File: config.mk
export PLATFORM = sky130hd
export DESIGN_NAME = mux_2_1_arbiter
export DESIGN_NICKNAME = d
export VERILOG_FILES = /design/src/rtl/mux_2_1_arbiter.sv
export SDC_FILE = /design/constraint.sdc
export NUM_CORES = 1
export LEC_CHECK = 0
export CAP_MARGIN = 25
export CORE_MARGIN = 1
export CORE_UTILIZATION = 47
export DETAILED_ROUTE_END_ITERATION = 12
export PLACE_DENSITY = 0.83
export SYNTH_ARGS = -nofsm -noshare
export SYNTH_HDL_FRONTEND = slang
export SYNTH_SLANG_ARGS = --single-unit
File: constraint.sdc
create_clock -name clk -period 3.42 [get_ports clk]
set_input_delay 0.855 -clock clk [delete_from_list [all_inputs] [get_ports clk]]
set_output_delay 0.855 -clock clk [all_outputs]
set_load 0.005 [all_outputs]
File: src/rtl/mux_2_1_arbiter.sv
// Two-requester arbitrated mux with bounded bursts.
// Each grant allows up to MAX_BURST consecutive beats while the other side
// waits. The beat's data and valid are registered one edge after the beat.
module mux_2_1_arbiter #(
    parameter int unsigned WIDTH     = 8,
    parameter int unsigned MAX_BURST = 4
) (
    input  logic             clk,
    input  logic             rst_n,
    input  logic             req0,
    input  logic [WIDTH-1:0] din0,
    input  logic             req1,
    input  logic [WIDTH-1:0] din1,
    output logic             gnt0,
    output logic             gnt1,
    output logic             sel,
    output logic             out_valid,
    output logic [WIDTH-1:0] out_data
);

    localparam int unsigned CNT_W = $clog2(MAX_BURST) + 1;

    typedef enum logic [1:0] {
        IDLE = 2'd0,
        G0   = 2'd1,
        G1   = 2'd2
    } state_t;

    state_t             state_q;
    state_t             state_d;
    logic [CNT_W-1:0]   cnt_q;
    logic [CNT_W-1:0]   cnt_d;
    logic               last_grant_q;
    logic               last_grant_d;

    logic               beat_c;
    logic               burst_end_c;
    logic [WIDTH-1:0]   beat_data_c;

    // Beat detection: the current owner is still requesting.
    always_comb begin
        beat_c      = ((state_q == G0) && req0) || ((state_q == G1) && req1);
        beat_data_c = (state_q == G1) ? din1 : din0;
        burst_end_c = beat_c && (cnt_q == CNT_W'(MAX_BURST - 1));
    end

    // Next-state, burst counter and last-grant bookkeeping.
    always_comb begin
        state_d      = state_q;
        cnt_d        = cnt_q;
        last_grant_d = last_grant_q;

        unique case (state_q)
            IDLE: begin
                // On a tie, last_grant=1 hands the mux to requester 0.
                if (req0 && (!req1 || last_grant_q)) begin
                    state_d      = G0;
                    last_grant_d = 1'b0;
                    cnt_d        = '0;
                end else if (req1) begin
                    state_d      = G1;
                    last_grant_d = 1'b1;
                    cnt_d        = '0;
                end
            end

            G0: begin
                if (!req0) begin
                    if (req1) begin
                        state_d      = G1;
                        last_grant_d = 1'b1;
                    end else begin
                        state_d = IDLE;
                    end
                    cnt_d = '0;
                end else if (burst_end_c) begin
                    // Burst exhausted: hand over if the other side waits,
                    // otherwise keep streaming with a fresh count.
                    if (req1) begin
                        state_d      = G1;
                        last_grant_d = 1'b1;
                    end
                    cnt_d = '0;
                end else begin
                    cnt_d = cnt_q + CNT_W'(1);
                end
            end

            G1: begin
                if (!req1) begin
                    if (req0) begin
                        state_d      = G0;
                        last_grant_d = 1'b0;
                    end else begin
                        state_d = IDLE;
                    end
                    cnt_d = '0;
                end else if (burst_end_c) begin
                    if (req0) begin
                        state_d      = G0;
                        last_grant_d = 1'b0;
                    end
                    cnt_d = '0;
                end else begin
                    cnt_d = cnt_q + CNT_W'(1);
                end
            end

            default: begin
                state_d = IDLE;
                cnt_d   = '0;
            end
        endcase
    end

    // State, grant and output registers; reset wins over any pending beat.
    always_ff @(posedge clk) begin
        if (!rst_n) begin
            state_q      <= IDLE;
            cnt_q        <= '0;
            last_grant_q <= 1'b1;
            gnt0         <= 1'b0;
            gnt1         <= 1'b0;
            out_valid    <= 1'b0;
            out_data     <= '0;
        end else begin
            state_q      <= state_d;
            cnt_q        <= cnt_d;
            last_grant_q <= last_grant_d;
            gnt0         <= (state_d == G0);
            gnt1         <= (state_d == G1);
            out_valid    <= beat_c;
            if (beat_c) begin
                out_data <= beat_data_c;
            end
        end
    end

    // In G0/G1 last_grant already equals the owner, so it doubles as sel.
    assign sel = last_grant_q;

endmodule

# After elaboration in Yosys (flattened, before gate mapping)
# Index checks and enable logic that the tools add are counted.
op_classes:
  add_sub_neg: 1
  n_eq_ne: 8
  mux: 25
  n_reduce_logical: 10
ops:
  columns: ["operator", "n"]
  rows:
  - ["$mux 2", 8]
  - ["$mux 3", 5]
  - ["$ne 3x3->1 const B", 3]
  - ["$pmux 3 s3", 1]
  - ["$mux 1", 8]
  - ["$mux 8", 1]
  - ["$pmux 2 s3", 1]
  - ["$eq 2x1->1 const B", 2]
  - ["$eq 2x2->1 const B", 2]
  - ["$logic_and 1x1->1", 4]
  - ["$add 3x1->3 const B", 1]
  - ["$eq 3x2->1 const B", 1]
  - ["$pmux 1 s3", 1]
  - ["$reduce_and 3->1", 1]
  - ["$reduce_bool 3->1", 1]
  - ["$logic_not 2->1", 1]
  - ["$logic_or 1x1->1", 2]
  - ["$logic_not 1->1", 1]
word_totals:
  regBits: 17
  in_bits: 20
  output_inout_bits: 12
  word_cells: 51

# Depth between registers and ports, before layout
depth:
  ltp_word: 8
  mapped_depth: 7
  depth_no_buf: 6

# Worst setup path after synthesis
# No wires, ideal clock.
synth_timing:
  path_kind: "input to register"
  from: "input req0"
  to: "register gnt1"
  arrival_ps: 1719
  t_required_ps: 3303
  path_slack_ps: 1584
  path_stages: 5
  path_buffers: 1
  cell_sequence: "buf_6 -> nand3b_2 -> and4_2 -> a221o_1 -> and4b_1"
synth_between:
  elab_chain_len: 7
  elab_cells_between_ends: 13
  classes_between: "eq/ne: 1; mux: 8; reduce/logical: 4"
synth_rtl:
  columns: ["item", "line_no", "text"]
  rows:
  - ["start, declared", "10", "input logic req0,"]
  - ["$logic_and 1x1->1", "42", "beat_c = ((state_q == G0) && req0) || ((state_q == G1) && req1);"]
  - ["$logic_or 1x1->1", "42", null]
  - ["$logic_and 1x1->1", "44", "burst_end_c = beat_c && (cnt_q == CNT_W'(MAX_BURST - 1));"]
  - ["$mux 2 (on tied branches)", "98, 76", null]
  - ["$mux 2 (on tied branches)", "90, 68", null]
  - ["$pmux 2 s3 *", "53", "unique case (state_q)"]
  - ["$eq 2x2->1 *", "131", "gnt1 <= (state_d == G1);"]
  - ["end signal, assigned", "131", null]
  - ["end, declared", "15", "output logic gnt1,"]
# Mark *: on every way between the ends. The rest lies on a longest branch, timed or not.
# A chain may end at the register's enable or synchronous reset.

# Worst setup path in the final report
layout_timing:
  from: "input req0"
  to: "register last_grant_q, in the netlist sel"
layout_between:
  elab_chain_len: 5
  elab_cells_between_ends: 13
  classes_between: "eq/ne: 2; mux: 6; reduce/logical: 5"
layout_rtl:
  columns: ["item", "line_no", "text"]
  rows:
  - ["$logic_and 1x1->1", "42", null]
  - ["$logic_or 1x1->1", "42", null]
  - ["$logic_and 1x1->1", "44", null]
  - ["$ne 3x3->1 (no line)", null, null]
  - ["$reduce_and 3->1 (no line)", null, null]
  - ["end signal, assigned", "129", "last_grant_q <= last_grant_d;"]
  - ["end, declared", "33", "logic last_grant_q;"]
# Several ways; a longest one is shown, not always the timed one. The select of a mux whose other input is x is not followed.

==> results.md <==
* Status: completed
* Die span in y at 45.8 µm
* GPL Wtd Cong at 0.849
* Sequential area share after synthesis at 37.7%
* Delay-heaviest family, CP: compound AO/OA/AOI/OAI gates
* Layout cell share with drive strength beyond 1 at 6.40%
* Flop-to-flop setup slack at 1320 ps
* Initial DRT Pass Iterations at 4
* Port bufs at 31
* Core Area at 1760 µm²
* RSZ-0062 raised after global routing: false
* Placed cell count at 146
* Setup TNS at 0 ps
* Cell depth of the worst setup path at 5
* Longest Clk Path Bufs at 2
* Vias in the first global route at 767
* Most used DFF post-synth: dfxtp_1
* Antenna diodes at 0
* Max frequency at 0.433 GHz
* Initial Util at 51.2%
* P&R area growth vs syn at 36.7%
* Rel. slew slack at 60.7%
* Startpoint Class: primary input
* Final setup viols at 0
* Synth Warn # at 0
* Reg2reg path depth at 6
* Grt ovf at 0
* Share of synthesized registers carrying an async set or reset at 0%
* Initial DRC Count at 17
* Final Non-Filler Cells at 150
* Worst Path Buf+Inv at 1
* Critical Path End Type: register
* Post-Syn Area at 903 µm²
* Fin crit period at 2310 ps
* Pwr Total at 580 µW
* Class of the worst hold path: reg -> reg
* Initial antenna violation count at 0
* Max-cap viol count at 0
* Post-layout util at 70.0%
* All-layer global routing usage at 20.9%
* Lkg Pwr at 0.545 nW
* Vias per cell at 5.33
* Synth area leaders: dfxtp_1 (38%), mux2i_1 (8.9%), o211a_1 (8.9%)
* Synth Instances at 96
* CP peak stage delay at 580 ps
* Via count at 799
* Final net count at 151
* Final worst slack at 1110 ps
* WL/cell at 12.6 µm
* Hold_buf cts at 0
* Full die area at 2100 µm²
* Post-cts resize count at 0
* Hpwl dp at 1.41 mm
* Chip Width at 45.8 µm
* Worst slew pin tran at 590 ps
* CTS tree: done
* Top-area cell type share of the netlist area at 37.7%
* First-pass GRT wire length at 3.11 mm
* Crit path kind: in -> reg
* Place WS at 809 ps
* Drt total wl at 1.89 mm
* Net Count, Synth at 121
* P per Cell Area at 470 nW/µm²
* CTS root buf: clkbuf_4
* Cell variety after synth at 33
* Post-synth EDFFs at 0
* CP max stage cell: clkdlybuf4s50_1
* Cts bufs inserted at 3
* Fin crit share at 67.5%
* CP max FO at 21
* Flops & latches, synth at 17
* Hold path cells at 2
* WP data required at 3560 ps
* Sink Count at 17
* CP arrival at 2450 ps
* Clock latency on the worst-skew pair at 280 ps
* Syn_area_per_cell at 9.41 µm²
* Remaining DRCs at 0
* ANT nets after route at 0
* H-tree Lvls at 1
* Clock skew at 1.23 ps
* Synth top cells by count: dfxtp_1 (17), nand2_1 (15), mux2i_1 (8), o211a_1 (8), ha_1 (5)
* Clk pin slew, worst setup/hold paths at 90 ps
* # rows at 15
* Post-CTS Setup Bufs at 0
* Peak VDD IR at 307 µV
* Most frequent cell after synthesis: dfxtp_1
* Largest net degree at the start of global routing at 22
* Largest area contributor in the netlist: dfxtp_1
* I/O pin count at 32
* Hold Vio Cnt, Final at 0
* Slew Limit Fails at 0
* CP Cell Sequence: clkdlybuf4s50_1 -> a22o_2 -> a221o_1 -> nand2_1 -> o211ai_1
==> stage by stage <==
step | hold WS (ps) | cell area, µm²
floorplan | 426 | 903
global placement | 445 | 1210
detailed placement | 451 | 1210
CTS | 467 | 1230
global route | 501 | 1230
finish | 464 | 1230
==> sequential cells by signal, summed over array words and instances, names as in the netlist <==
name	flops
out_data	8
cnt_q	3
state_q	2
gnt0	1
gnt1	1
out_valid	1
sel	1
==> final cells by class <==
| cell class | instances | area, µm² |
|---|---|---|
| clock buffer | 4 | 26.3 |
| timing repair buffer | 31 | 310 |
| multi-input combinational | 68 | 508 |
| tap | 25 | 31.3 |
| sequential | 17 | 340 |
| inverter | 5 | 18.8 |
| fill | 142 | 529 |
==> routing by layer <==
layer,routed length [µm],track usage [%]
met3,109,4.37
met2,887,33.5
met4,23,11.8
met1,866,25.8
met5,0,0
==> cell usage in the layout, fill, tap and decap left out <==
cell type        netlist  final
nand2b_1               4      4
and4b_1                1      1
clkbuf_1               2      1
a21boi_0               1      1
mux2i_1                8      8
o21ai_0                2      2
nor3b_1                1      1
and2_1                 2      2
o211ai_1               3      3
nand3b_1               1      1
a22o_1                 1      1
nand3b_2               1      1
o221ai_1               1      1
and3_2                 1      1
nand3_1                1      1
a31oi_1                1      1
nand4_1                1      1
clkdlybuf4s50_1        0     31
a221o_1                2      2
clkbuf_4               0      3
nor3_1                 1      1
a22o_2                 1      1
a222oi_1               1      1
nor2_1                 3      3
dfxtp_1               17     17
o211a_1                8      8
nor2b_1                1      1
ha_1                   5      5
inv_1                  4      4
nand2_1               15     15
inv_2                  1      1
and4_2                 1      1
==> worst reg2reg max path, cell delays in order (launching register included) <==
cell and delay [ps]:
dfxtp_1 450, inv_1 100, ha_1 420, a22o_2 450, a221o_1 360, nand2_1 80
o211ai_1 100
==> cells by family after synthesis <==
group	Yosys count	share of synthesized area (%)
compound gates	21	20.4
fa+ha+maj	5	6.93
buf+inv	11	6.09
flops	17	37.7
mux	8	8.86
simple gates	34	20.1
==> worst paths after layout <==
check              from  endpoint
max                req0       sel
min            cnt_q[2]  cnt_q[2]
max reg2reg  state_q[0]       sel
min reg2reg    cnt_q[2]  cnt_q[2]
==> power by group <==
| part | switching [mW] | total, mW | leakage, nW | internal, mW |
|---|---|---|---|---|
| sequential | 0.0248 | 0.255 | 0.139 | 0.231 |
| combinational | 0.0914 | 0.220 | 0.391 | 0.128 |
| clock | 0.0600 | 0.105 | 0.0150 | 0.0453 |
Power figures use the tool's default switching activity.
